--- src/rtl/vga_timing_pkg.sv ---
// ============================================================================
// vga_timing_pkg : shared VGA timing defaults, axis-total helper, range decode
// Revision 1.0
// ============================================================================
`default_nettype none

package vga_timing_pkg;

  localparam int CNT_W         = 10;
  localparam int CNT_MAX_TOTAL = 1 << CNT_W;

  typedef logic [CNT_W-1:0] cnt_t;

  localparam int H_VISIBLE_DEF = 640;
  localparam int H_FRONT_DEF   = 16;
  localparam int H_SYNC_DEF    = 96;
  localparam int H_BACK_DEF    = 48;
  localparam int V_VISIBLE_DEF = 480;
  localparam int V_FRONT_DEF   = 10;
  localparam int V_SYNC_DEF    = 2;
  localparam int V_BACK_DEF    = 33;

  function automatic int axis_total(input int visible, input int front,
                                    input int sync, input int back);
    return visible + front + sync + back;
  endfunction

  localparam int H_TOTAL_DEF = axis_total(H_VISIBLE_DEF, H_FRONT_DEF, H_SYNC_DEF, H_BACK_DEF);
  localparam int V_TOTAL_DEF = axis_total(V_VISIBLE_DEF, V_FRONT_DEF, V_SYNC_DEF, V_BACK_DEF);

  // Half-open interval test [lo, hi) on a counter value.
  function automatic logic in_span(input cnt_t v, input int lo, input int hi);
    return (int'(v) >= lo) && (int'(v) < hi);
  endfunction

endpackage

`default_nettype wire

--- src/rtl/vga_axis_counter.sv ---
// ============================================================================
// vga_axis_counter : wrap counter 0..TOTAL-1 with terminal-count (wrap) output
// Revision 1.0
// ============================================================================
`default_nettype none

module vga_axis_counter
  import vga_timing_pkg::*;
#(
  parameter int TOTAL = H_TOTAL_DEF
) (
  input  logic clk,
  input  logic rst,
  input  logic en,
  output cnt_t count,
  output cnt_t next_count,
  output logic wrap
);

  localparam cnt_t LAST = cnt_t'(TOTAL - 1);

  assign wrap = en && (count == LAST);

  always_comb begin
    next_count = count;
    if (wrap) begin
      next_count = '0;
    end else if (en) begin
      next_count = count + cnt_t'(1);
    end
  end

  // Reset parks on the last position so the first enabled edge lands on 0.
  always_ff @(posedge clk or posedge rst) begin
    if (rst) begin
      count <= LAST;
    end else begin
      count <= next_count;
    end
  end

endmodule

`default_nettype wire

--- src/rtl/vga_timing_gen.sv ---
// ============================================================================
// vga_timing_gen : VGA raster counters with registered blank/sync/marker outputs
// Revision 1.0
// ============================================================================
`default_nettype none

module vga_timing_gen
  import vga_timing_pkg::*;
#(
  parameter int H_VISIBLE = H_VISIBLE_DEF,
  parameter int H_FRONT   = H_FRONT_DEF,
  parameter int H_SYNC    = H_SYNC_DEF,
  parameter int H_BACK    = H_BACK_DEF,
  parameter int V_VISIBLE = V_VISIBLE_DEF,
  parameter int V_FRONT   = V_FRONT_DEF,
  parameter int V_SYNC    = V_SYNC_DEF,
  parameter int V_BACK    = V_BACK_DEF
) (
  input  logic       vga_clk,
  input  logic       reset,
  output logic [9:0] DrawX,
  output logic [9:0] DrawY,
  output logic       blank,
  output logic       hs,
  output logic       vs,
  output logic       frame_start,
  output logic       line_end
);

  localparam int H_TOTAL      = axis_total(H_VISIBLE, H_FRONT, H_SYNC, H_BACK);
  localparam int V_TOTAL      = axis_total(V_VISIBLE, V_FRONT, V_SYNC, V_BACK);
  localparam int H_SYNC_START = H_VISIBLE + H_FRONT;
  localparam int H_SYNC_END   = H_SYNC_START + H_SYNC;
  localparam int V_SYNC_START = V_VISIBLE + V_FRONT;
  localparam int V_SYNC_END   = V_SYNC_START + V_SYNC;

  generate
    if (H_TOTAL > CNT_MAX_TOTAL) begin : g_h_total_err
      $error("vga_timing_gen: H_TOTAL %0d exceeds 10-bit counter range", H_TOTAL);
    end
    if (V_TOTAL > CNT_MAX_TOTAL) begin : g_v_total_err
      $error("vga_timing_gen: V_TOTAL %0d exceeds 10-bit counter range", V_TOTAL);
    end
  endgenerate

  cnt_t h_next;
  cnt_t v_next;
  logic h_wrap;
  logic v_wrap;

  vga_axis_counter #(.TOTAL(H_TOTAL)) u_h_counter (
    .clk        (vga_clk),
    .rst        (reset),
    .en         (1'b1),
    .count      (DrawX),
    .next_count (h_next),
    .wrap       (h_wrap)
  );

  vga_axis_counter #(.TOTAL(V_TOTAL)) u_v_counter (
    .clk        (vga_clk),
    .rst        (reset),
    .en         (h_wrap),
    .count      (DrawY),
    .next_count (v_next),
    .wrap       (v_wrap)
  );

  // Decoding the next counts keeps every flopped output aligned with DrawX/DrawY.
  always_ff @(posedge vga_clk or posedge reset) begin
    if (reset) begin
      blank       <= 1'b0;
      hs          <= 1'b1;
      vs          <= 1'b1;
      frame_start <= 1'b0;
      line_end    <= 1'b1;
    end else begin
      blank       <= in_span(h_next, 0, H_VISIBLE) && in_span(v_next, 0, V_VISIBLE);
      hs          <= !in_span(h_next, H_SYNC_START, H_SYNC_END);
      vs          <= !in_span(v_next, V_SYNC_START, V_SYNC_END);
      frame_start <= h_wrap && v_wrap;
      line_end    <= in_span(h_next, H_TOTAL - 1, H_TOTAL);
    end
  end

endmodule

`default_nettype wire
--- config.mk ---
export PLATFORM = sky130hd
export DESIGN_NAME = vga_timing_gen
export DESIGN_NICKNAME = d
export VERILOG_FILES = /design/src/rtl/vga_timing_pkg.sv /design/src/rtl/vga_axis_counter.sv /design/src/rtl/vga_timing_gen.sv
export SDC_FILE = /design/constraint.sdc
export NUM_CORES = 1
export LEC_CHECK = 0
export ABC_CLOCK_PERIOD_IN_PS = 3600
export BUFFER_PORTS_ARGS = -buffer_cell sky130_fd_sc_hd__buf_2
export CORE_MARGIN = 1
export CORE_UTILIZATION = 60
export CTS_BUF_LIST = sky130_fd_sc_hd__clkbuf_8
export DETAILED_ROUTE_END_ITERATION = 16
export PLACE_DENSITY = 0.86
export SLEW_MARGIN = 20
export SYNTH_ARGS = -nofsm -noshare
export SYNTH_HDL_FRONTEND = slang
export SYNTH_SLANG_ARGS = --single-unit
--- constraint.sdc ---
create_clock -name vga_clk -period 3.6 [get_ports vga_clk]
set_input_delay 0.36 -clock vga_clk [delete_from_list [all_inputs] [get_ports vga_clk]]
set_output_delay 0.36 -clock vga_clk [all_outputs]
set_load 0.02 [all_outputs]
# Yosys cells after proc, flatten, opt, wreduce, memory -nomap -nowiden
# Index checks and enable logic that the tools add are counted.
# W data, S select, Z words.
[totals] register_bits=25 elab_cells=30
[op_classes] eq_ne=2 add_sub_neg=2 reduce_logical=8 n_lt_le_gt_ge=8 muxes=3
[op_table] operator="$lt A10 B10 Y1 const B" n=3
[op_table] operator="$mux W10" n=3
[op_table] operator="$add A10 B1 Y10 const B" n=2
[op_table] operator="$eq A10 B10 Y1 const B" n=2
[op_table] operator="$ge A10 B10 Y1 const B" n=2
[op_table] operator="$lt A10 B9 Y1 const B" n=2
[op_table] operator="$ge A10 B9 Y1 const B" n=1
[op_table] operator="$logic_and A1 B1 Y1" n=6
[op_table] operator="$logic_not A1 Y1" n=2

# Logic depth before layout (Yosys ltp)
# Gate-level depths: netlist of the first run.
[depth] depth_word=6 mapped_depth=7 ltp_nobuf=7

# Modules after synthesis
# Synthesis of the first run repeated with hierarchy kept, for this count alone.
[hier_totals] hier_cells=120 area_unflattened_um2=1272.5
[modules_own_cells] module="vga_axis_counter (u_v_counter)" cells_each=50 n_inst=1 area_each_um2=536.8
[modules_own_cells] module="vga_axis_counter (u_h_counter)" cells_each=50 n_inst=1 area_each_um2=506.7
[modules_own_cells] module="vga_timing_gen" cells_each=20 n_inst=1 area_each_um2=229.0

# Worst setup path after synthesis of the first run
# No wires, ideal clock.
[synth_path] kind="reg2reg" startpoint="register u_h_counter.count[0]" endpoint="register blank" setup_slack_ns=1.034 stages_incl_launch_ff=8 n_path_buf=1 arrival_ns=2.432 period_less_slack_ns=2.566 setup_time_ns=0.134 required_ns=3.466 cell_sequence="dfstp_2 > ha_1 > nand4_1 > or3_1 > buf_2 > or4_4 > a22oi_2 > a211oi_1"
[synth_between] elab_chain_len=5 word_cells_on_any_way=9 cone_classes="add/sub: 1; order compare: 2; eq/ne: 1; mux: 3; reduce/logical: 2"
[synth_lines] element="from (decl)" line_no="vga_axis_counter.sv:15" rtl="output cnt_t count,"
[synth_lines] element="from (signal assigned)" line_no="vga_axis_counter.sv:38" rtl="count <= next_count;"
[synth_lines] element="parallel branches: the longest is 4 deep, another holds $add A10 B1 Y10"
[synth_lines] element="$logic_and A1 B1 Y1 (*)" line_no="vga_timing_gen.sv:78" rtl="blank <= in_span(h_next, 0, H_VISIBLE) && in_span(v_next, 0, V_VISIBLE);"
[synth_lines] element="to (signal assigned)" line_no="vga_timing_gen.sv:78"
[synth_lines] element="to (decl)" line_no="vga_timing_gen.sv:23" rtl="output logic blank,"
# Mark *: on every way between the ends.

# Worst setup path in the final report of the first run
# Same ends and word-level chain as after synthesis.

==> impl_metrics.env, run 1 <==
export IMPL_status="complete, no violations"
export IMPL_ios=27
export IMPL_cts_tree="yes"
export IMPL_power_uw=449.7
export IMPL_max_freq_ghz=0.3569
export IMPL_tns_ps=0
export IMPL_ys_warn_count=0
export IMPL_ant_nets=0
export IMPL_ctsResizeCount=0
export IMPL_crit_type="reg -> reg"
export IMPL_fillCellCount=138
export IMPL_finalClockSkew_ps=2.427
export IMPL_max_cap_violations=0
export IMPL_clock_sinks=25
export IMPL_port_buffers=26
export IMPL_worst_hold_path_type="in -> async"
export IMPL_grt_pass1_vias=1105
export IMPL_start_kind="register"
export IMPL_clk_latency_ps=270
export IMPL_diodes=0
export IMPL_grt_max_degree=26
export IMPL_dp_slack_ps=843.2
export IMPL_grt_util_all_layers=0.2761
export IMPL_timing_hold_ws_ps=262.2
export IMPL_synth_cell_types=34
export IMPL_layout_commonest_cell="buf_2"
export IMPL_routedWlPerCell_um=15.41
export IMPL_post_cts_setup_buffers=0
export IMPL_core_um2=2022
export IMPL_routed_wirelength_um=2989
export IMPL_num_vias=1199
export IMPL_die_h_um=49.13
export IMPL_p_leak_nw=0.6974
export IMPL_fin_nets=174
export IMPL_max_slew_margin_rel=0.4182
export IMPL_clkSlewWorstSetupHoldPaths_ps=80
export IMPL_hold_violations=0
export IMPL_synth_area_per_cell_um2=9.587
export IMPL_grt_pass1_wl_um=5099
export IMPL_synth_fp_nets=145
export IMPL_die_area_um2=2413
export IMPL_numCtsBuffers=3
export IMPL_cp_slowest_cell="or4_4"
export IMPL_fin_crit_sh=0.7783
export IMPL_synthesis_area_um2=1333
export IMPL_critPathRequiredTime_ps=3740
export IMPL_rsz0062_at_grt="no"
export IMPL_synth_seq_area_share=0.4817
export IMPL_firstDrtPassIters=4
export IMPL_crit_path_max_fanout=8
export IMPL_ff2ff_path_depth=6
export IMPL_syn2layout_area_growth_pct=15.12
export IMPL_vdd_drop_max_mv=0.2063
export IMPL_antenna_found_initial=0
export IMPL_routed_via_density=6.180
export IMPL_crit_chain="ha_1 -> nand4_1 -> or4_4 -> or3_1 -> a211oi_1 -> a211oi_1"
export IMPL_dieWidth_um=49.13
export IMPL_worst_slew_pin_slew_ps=871.7
export IMPL_setup_slack_ps=798.1
export IMPL_powerDensity_nw_per_um2=293.2
export IMPL_drive_above_1_share=0.2814
export IMPL_remaining_drc_errors=0
export IMPL_cts_buffer_depth=2
export IMPL_drt_iter0_markers=57
export IMPL_gp_congestion=0.9007
export IMPL_ys_seq_elements=25
export IMPL_ctsHoldBuffers=0
export IMPL_syn_inst=139
export IMPL_layout_common_cells="26 x buf_2, 14 x inv_1, 13 x dfstp_2"
export IMPL_slowest_delay_ps=650
export IMPL_setup_viol=0
export IMPL_dpl_hpwl_um=2213
export IMPL_period_minus_slack_ps=2802
export IMPL_drv_slew=0
export IMPL_clock_root_buffer="clkbuf_8"
export IMPL_start_util=0.6590
export IMPL_cts_htree_levels=1
export IMPL_crit_top_cell="a211oi_1"
export IMPL_rows=16
export IMPL_cp_arrival_ps=2950
export IMPL_endpoint_kind="register"
export IMPL_grt_overflow=0
-- power breakdown --
part | internal (mW) | leakage (nW) | switching [mW]
combinational | 0.000436 | 0.378 | 0.00497
sequential | 0.281 | 0.293 | 0
clock | 0.0763 | 0.0269 | 0.0866
-- cell type report --
type / count / area (µm²) / share of cell area
clock buffer: 3 / 41.29 / 0.02692
clock inverter: 1 / 3.754 / 0.002447
inverter: 13 / 48.80 / 0.03181
multi-input combinational: 98 / 626.9 / 0.4086
sequential: 25 / 641.9 / 0.4184
tap: 27 / 33.78 / 0.02202
timing repair buffer: 27 / 137.6 / 0.08972
-- cell families (layout without fill, tap and decap cells) --
group / count (synthesis) / in the layout / synth area share
buffers and inverters: 16 / 44 / 0.04789
flip-flops: 25 / 25 / 0.4817
AO/OA/AOI/OAI: 22 / 22 / 0.1127
XOR/XNOR: 9 / 9 / 0.05916
AND/OR/NAND/NOR: 63 / 63 / 0.2610
adder cells (fa/ha/maj): 4 / 4 / 0.03756
-- worst paths after layout --
| check | startpoint | end | slack (ps) |
|---|---|---|---|
| min in group vga_clk | u_h_counter.count[4]$_DFF_PP1_ | line_end$_DFF_PP1_ | 550 |
| min | reset | u_h_counter.count[7]$_DFF_PP0_ | 260 |
| max | u_h_counter.count[0]$_DFF_PP1_ | blank$_DFF_PP0_ | 800 |
| min reg2reg | u_h_counter.count[4]$_DFF_PP1_ | line_end$_DFF_PP1_ | 550 |
| max in group asynchronous | reset | u_v_counter.count[4]$_DFF_PP0_ | 2800 |
| max reg2reg | u_h_counter.count[0]$_DFF_PP1_ | blank$_DFF_PP0_ | 800 |
-- critical path, delay by kind of cell, from the launching register on --
family,cells,cell delay (ps)
compound gates,2,460
flops,1,600
fa+ha+maj,1,300
simple gates,3,1300
-- cells in the mapped netlist, drive strengths merged --
| cell | instances | area, µm² |
|---|---|---|
| a211oi | 3 | 22.52 |
| a21boi | 2 | 15.01 |
| a21oi | 3 | 15.01 |
| a22oi | 1 | 12.51 |
| a311oi | 1 | 8.760 |
| a31o | 1 | 8.760 |
| and3 | 1 | 6.260 |
| and4 | 2 | 17.52 |
| buf | 3 | 15.01 |
| dfrtp | 12 | 300.3 |
| dfstp | 13 | 341.6 |
| ha | 4 | 50.05 |
| inv | 13 | 48.80 |
| nand2 | 9 | 33.78 |
| nand2b | 2 | 12.51 |
| nand3 | 11 | 55.05 |
| nand3b | 1 | 7.510 |
| nand4 | 8 | 50.05 |
| nor2 | 9 | 33.78 |
| nor2b | 1 | 6.260 |
| nor3 | 7 | 35.03 |
| nor3b | 1 | 7.510 |
| nor4 | 4 | 25.02 |
| nor4bb | 1 | 10.01 |
| o211ai | 1 | 7.510 |
| o21a | 1 | 7.510 |
| o21ai | 6 | 30.03 |
| o22ai | 1 | 6.260 |
| o31ai | 1 | 7.510 |
| o41ai | 1 | 8.760 |
| or3 | 4 | 25.02 |
| or4 | 2 | 22.52 |
| xnor2 | 6 | 52.55 |
| xor2 | 3 | 26.28 |
-- metrics by stage --
step,cell area (µm²),utilization,cells
after global routing,1534,0.7587,194
after global placement,1489,0.7364,190
after CTS,1534,0.7587,194
after floorplan,1333,-,139
final,1534,0.7587,194
after detailed placement,1489,0.7364,190
-- registers in the layout (all words and copies together), names as in the netlist --
register / cells
blank: 1
frame_start: 1
hs: 1
line_end: 1
u_h_counter.count: 10
u_v_counter.count: 10
vs: 1
-- routing by layer --
metal | vias to the layer above | track usage | wire [µm]
li1 | 559 | - | -
met1 | 564 | 0.4086 | 1329
met2 | 65 | 0.4224 | 1403
met3 | 11 | 0.02181 | 197
met4 | 0 | 0.1029 | 59
met5 | - | 0 | 0
(Power assumes the default switching activity.)
==> run 2, diff against run 1 <==
- ABC_CLOCK_PERIOD_IN_PS: 3600 -> 2500
- CORE_ASPECT_RATIO: unset -> 1.75
- CORE_UTILIZATION: 60 -> 51
- PLACE_DENSITY: 0.86 -> 0.78
- clock period: 3.6 -> 2.5 ns (I/O delays scaled with it)
==> impl_metrics.env, run 2 (same netlist as run 1, synthesis figures left out) <==
export IMPL_clock_sinks=25
export IMPL_cts_tree="yes"
export IMPL_max_freq_ghz=0.4260
export IMPL_grt_util_all_layers=0.2632
export IMPL_syn2layout_area_growth_pct=21.13
export IMPL_rr_endpoint="blank$_DFF_PP0_"
export IMPL_clkSlewWorstSetupHoldPaths_ps=90
export IMPL_p_seq_frac=0.617
export IMPL_start_util=0.5346
export IMPL_final_cells=201
export IMPL_clk_latency_ps=270
export IMPL_r2r_start="u_h_counter.count[0]$_DFF_PP1_"
export IMPL_grt_max_degree=26
export IMPL_cp_arrival_ps=2510
export IMPL_dp_slack_ps=87.23
export IMPL_endpoint_kind="register"
export IMPL_fin_nets=182
export IMPL_internal_power_uw=519.0
export IMPL_antenna_found_initial=0
export IMPL_dieWidth_um=40.64
export IMPL_crit_path_max_fanout=6
export IMPL_gp_congestion=0.8933
export IMPL_port_buffers=26
export IMPL_fin_crit_sh=0.9389
export IMPL_period_minus_slack_ps=2347
export IMPL_grt_pass1_vias=1232
export IMPL_r2r_setup_slack_ps=150
export IMPL_clock_root_buffer="clkbuf_8"
export IMPL_num_vias=1211
export IMPL_cts_buffer_depth=2
export IMPL_fillCellCount=215
export IMPL_stdcell_area_um2=1614
export IMPL_ios=27
export IMPL_reg_largest_list="u_h_counter.count (10), u_v_counter.count (10)"
export IMPL_worst_hold_path_type="in -> async"
export IMPL_crit_chain="ha_4 -> nand4_1 -> or4_4 -> or3_1 -> a211oi_2 -> a211oi_1"
export IMPL_ant_nets=0
export IMPL_start_kind="register"
export IMPL_routedWlPerCell_um=15.32
export IMPL_worst_slew_pin_slew_ps=903.2
export IMPL_layout_common_cells="26 x buf_2, 13 x inv_1, 13 x dfstp_2"
export IMPL_drt_iter0_markers=38
export IMPL_layout_commonest_cell="buf_2"
export IMPL_p_clk_frac=0.371
export IMPL_post_cts_setup_buffers=0
export IMPL_numCtsBuffers=3
export IMPL_die_h_um=69.62
export IMPL_drv_slew=0
export IMPL_p_leak_nw=0.7306
export IMPL_drive_above_1_share=0.3314
export IMPL_placedCellCount=197
export IMPL_fin_util=0.6476
export IMPL_p_sw_uw=137.8
export IMPL_ff2ff_path_depth=6
export IMPL_finalClockSkew_ps=3.637
export IMPL_placed_area_um2=1560
export IMPL_cts_htree_levels=1
export IMPL_powerDensity_nw_per_um2=406.9
export IMPL_vdd_drop_max_mv=0.4060
export IMPL_slowest_delay_ps=620
export IMPL_status="complete, no violations"
export IMPL_hold_violations=0
export IMPL_remaining_drc_errors=0
export IMPL_tns_ps=0
export IMPL_routed_via_density=6.025
export IMPL_dpl_hpwl_um=2403
export IMPL_routed_wirelength_um=3080
export IMPL_rows=24
export IMPL_max_cap_violations=0
export IMPL_p_comb_frac=0.012
export IMPL_setup_slack_ps=152.8
export IMPL_crit_type="reg -> reg"
export IMPL_diodes=0
export IMPL_max_slew_margin_rel=0.3972
export IMPL_setup_viol=0
export IMPL_p_sw_frac=0.2098
export IMPL_die_area_um2=2829
export IMPL_rsz0062_at_grt="no"
export IMPL_core_um2=2492
export IMPL_firstDrtPassIters=4
export IMPL_grt_overflow=0
export IMPL_cp_slowest_cell="or4_4"
export IMPL_critPathRequiredTime_ps=2660
export IMPL_grt_pass1_wl_um=5264
run 2: timing repair:
| item | 4_1_cts | 5_1_grt |
|---|---|---|
| resized for setup | 0 | 1 |
| setup endpoints to repair | 0 | 2 |
| hold buffers | 0 | 0 |
run 2: area by class of cell:
class	count	area, µm²	share of cell area
multi-input combinational	98	644.4	0.3992
sequential	25	641.9	0.3977
timing repair buffer	35	197.7	0.1225
inverter	13	48.80	0.03023
clock buffer	3	41.29	0.02558
tap	26	32.53	0.02016
clock inverter	1	7.507	0.004651
run 2: routing by layer:
metal	track usage	vias to the layer above	share of wire
met5	0	-	0
met4	0.1519	0	0.044
met3	0.02564	11	0.025
met2	0.4480	38	0.57
met1	0.2839	589	0.36
li1	-	573	-
run 2: power groups by stage:
stage                     sequential, mW  clock [mW]  combinational [mW]
final                              0.405       0.244             0.00803
after global routing               0.405       0.261              0.0103
after CTS                          0.405       0.248             0.00862
after detailed placement           0.412           0             0.00863
after global placement             0.412           0             0.00821
after floorplan                    0.412           0             0.00583
run 2: how the worst max path moves through the flow:
stage                                        start              end  slack [ps]  cells after the start
floorplan           u_h_counter.count[0]$_DFF_PP1_  blank$_DFF_PP0_          20                      7
global placement    u_h_counter.count[0]$_DFF_PP1_  blank$_DFF_PP0_         160                      6
detailed placement  u_h_counter.count[0]$_DFF_PP1_  blank$_DFF_PP0_          90                      6
CTS                 u_h_counter.count[0]$_DFF_PP1_  blank$_DFF_PP0_          80                      6
global route        u_h_counter.count[0]$_DFF_PP1_  blank$_DFF_PP0_          20                      6
finish              u_h_counter.count[0]$_DFF_PP1_  blank$_DFF_PP0_         150                      6
run 2: through the flow:
| stage | total power [mW] | hold slack, ps |
|---|---|---|
| floorplan | 0.4181 | 267.7 |
| global placement | 0.4205 | 464.7 |
| detailed placement | 0.4209 | 487.7 |
| CTS | 0.6623 | 189.9 |
| global route | 0.6765 | 272.4 |
| finish | 0.6568 | 159.8 |
run 2: critical path: cells and delay by family, from the launching register on:
| kind | cells | cell delay (ps) |
|---|---|---|
| and+or+nand+nor | 3 | 1170 |
| AOI/OAI and AO/OA | 2 | 350 |
| DFF | 1 | 560 |
| adders and majority gates | 1 | 160 |
==> run 3, diff against run 2 <==
- GPL_TIMING_DRIVEN: unset -> 0
- PLACE_DENSITY: 0.78 -> unset
- PLACE_DENSITY_LB_ADDON: unset -> 0.2
==> impl_metrics.env, run 3 (same netlist as run 1, synthesis figures left out) <==
export IMPL_grt_util_all_layers=0.2753
export IMPL_dpl_hpwl_um=2378
export IMPL_grt_busiest_layer="met2"
export IMPL_routed_wirelength_um=3745
export IMPL_numCtsBuffers=3
export IMPL_cp_arrival_ps=2650
export IMPL_ant_nets=0
export IMPL_core_um2=2492
export IMPL_p_seq_frac=0.618
export IMPL_p_sw_uw=139.9
export IMPL_cts_tree="yes"
export IMPL_grt_overflow=0
export IMPL_start_util=0.5346
export IMPL_drive_above_1_share=0.4054
export IMPL_clkSlewWorstSetupHoldPaths_ps=90
export IMPL_placedCellCount=191
export IMPL_max_freq_ghz=0.4001
export IMPL_crit_type="reg -> reg"
export IMPL_die_h_um=69.62
export IMPL_drt_iter0_markers=62
export IMPL_internal_power_uw=516.2
export IMPL_p_clk_frac=0.370
export IMPL_cts_buffer_depth=2
export IMPL_drv_slew=0
export IMPL_num_vias=1317
export IMPL_slowest_delay_ps=560
export IMPL_fillCellCount=195
export IMPL_antenna_found_initial=0
export IMPL_p_leak_nw=0.7849
export IMPL_p_comb_frac=0.013
export IMPL_fin_nets=192
export IMPL_remaining_drc_errors=0
export IMPL_layout_common_cells="26 x buf_2, 18 x buf_4, 14 x inv_1"
export IMPL_routed_via_density=6.242
export IMPL_status="complete, no violations"
export IMPL_vdd_drop_max_mv=0.3132
export IMPL_powerDensity_nw_per_um2=379.7
export IMPL_period_minus_slack_ps=2500
export IMPL_finalClockSkew_ps=5.562
export IMPL_syn2layout_area_growth_pct=29.67
export IMPL_gp_congestion=0.7954
export IMPL_dp_slack_ps=-216.4
export IMPL_grt_pass1_vias=1232
export IMPL_setup_viol=0
export IMPL_start_kind="register"
export IMPL_reg_largest_list="u_h_counter.count (10), u_v_counter.count (10)"
export IMPL_grt_max_degree=26
export IMPL_port_buffers=26
export IMPL_rsz0062_at_grt="yes"
export IMPL_crit_chain="ha_4 -> nand4_1 -> buf_4 -> buf_4 -> or4_4 -> or3_4 -> a211oi_2 -> a211oi_2"
export IMPL_setup_slack_ps=0.4428
export IMPL_layout_commonest_cell="buf_2"
export IMPL_max_slew_margin_rel=0.3769
export IMPL_grt_pass1_wl_um=5471
export IMPL_ios=27
export IMPL_hold_violations=0
export IMPL_clk_latency_ps=280
export IMPL_ctsHoldBuffers=0
export IMPL_worst_slew_pin_slew_ps=933.6
export IMPL_final_cells=211
export IMPL_routedWlPerCell_um=17.75
export IMPL_fin_crit_sh=0.9998
export IMPL_endpoint_kind="register"
export IMPL_die_area_um2=2829
export IMPL_clock_sinks=25
export IMPL_use_met3=0.04167
export IMPL_timing_hold_ws_ps=167.6
export IMPL_cp_slowest_cell="dfstp_2"
export IMPL_worst_hold_path_type="in -> async"
export IMPL_r2r_setup_slack_ps=0.4
export IMPL_grt_util_met2=0.4427
export IMPL_rows=24
export IMPL_cts_htree_levels=1
export IMPL_firstDrtPassIters=4
export IMPL_critPathRequiredTime_ps=2650
export IMPL_clock_root_buffer="clkbuf_8"
export IMPL_p_sw_frac=0.2132
export IMPL_dieWidth_um=40.64
export IMPL_max_cap_violations=0
export IMPL_diodes=0
export IMPL_use_met1=0.2930
export IMPL_crit_path_max_fanout=5
[run 3: what timing repair did]
item                                    4_1_cts  5_1_grt
buffers inserted                             11        7
pin swaps                                     4        6
gates resized for setup                       3        8
endpoints found under the setup margin        3        5
[run 3: critical path, delay by kind of cell, from the launching register on]
family,cells,cell delay [ps]
flip-flops,1,560
AND/OR/NAND/NOR,3,940
adder cells (fa/ha/maj),1,140
buffers and inverters,2,320
AO/OA/AOI/OAI,2,410
[run 3: layout make-up]
cell class                 count  area, µm²  area share
buffer                         1      11.26    0.006517
clock buffer                   3      41.29     0.02390
clock inverter                 1      3.754    0.002172
inverter                      13      48.80     0.02824
multi-input combinational     98      681.9      0.3946
sequential                    25      643.1      0.3722
tap                           26      32.53     0.01883
timing repair buffer          44      265.3      0.1535
[run 3: power by group through the flow]
| stage | Sequential (mW) | Combinational [mW] | Clock [mW] |
|---|---|---|---|
| floorplan | 0.412 | 0.00583 | 0 |
| global placement | 0.412 | 0.00831 | 0 |
| detailed placement | 0.412 | 0.00891 | 0 |
| CTS | 0.405 | 0.00891 | 0.244 |
| global route | 0.405 | 0.0103 | 0.257 |
| finish | 0.405 | 0.00828 | 0.243 |
[run 3: path summary, 6_finish.rpt]
path,from,endpoint,cells past startpoint
hold / removal,reset,u_h_counter.count[7]$_DFF_PP0_,2
max in group asynchronous,reset,u_h_counter.count[5]$_DFF_PP0_,2
setup / recovery,u_h_counter.count[1]$_DFF_PP1_,blank$_DFF_PP0_,8
min in group vga_clk,u_h_counter.count[4]$_DFF_PP1_,line_end$_DFF_PP1_,2
setup reg to reg,u_h_counter.count[1]$_DFF_PP1_,blank$_DFF_PP0_,8
hold reg to reg,u_h_counter.count[4]$_DFF_PP1_,line_end$_DFF_PP1_,2
[run 3: routing by layer]
layer,part of all wire,up-vias
met3,0.044,17
met2,0.55,62
met4,0.049,0
li1,-,594
met1,0.36,644
met5,0,-
[run 3: stage by stage]
stage / setup TNS (ps) / utilization / power (mW) / instance area, µm²
floorplan: 0 / - / 0.4181 / 1345
global placement: -386.4 / 0.6049 / 0.4206 / 1508
detailed placement: -385.3 / 0.6049 / 0.4212 / 1508
CTS: 0 / 0.6616 / 0.6580 / 1649
global route: -132.8 / 0.6933 / 0.6729 / 1728
finish: 0 / 0.6933 / 0.6560 / 1728
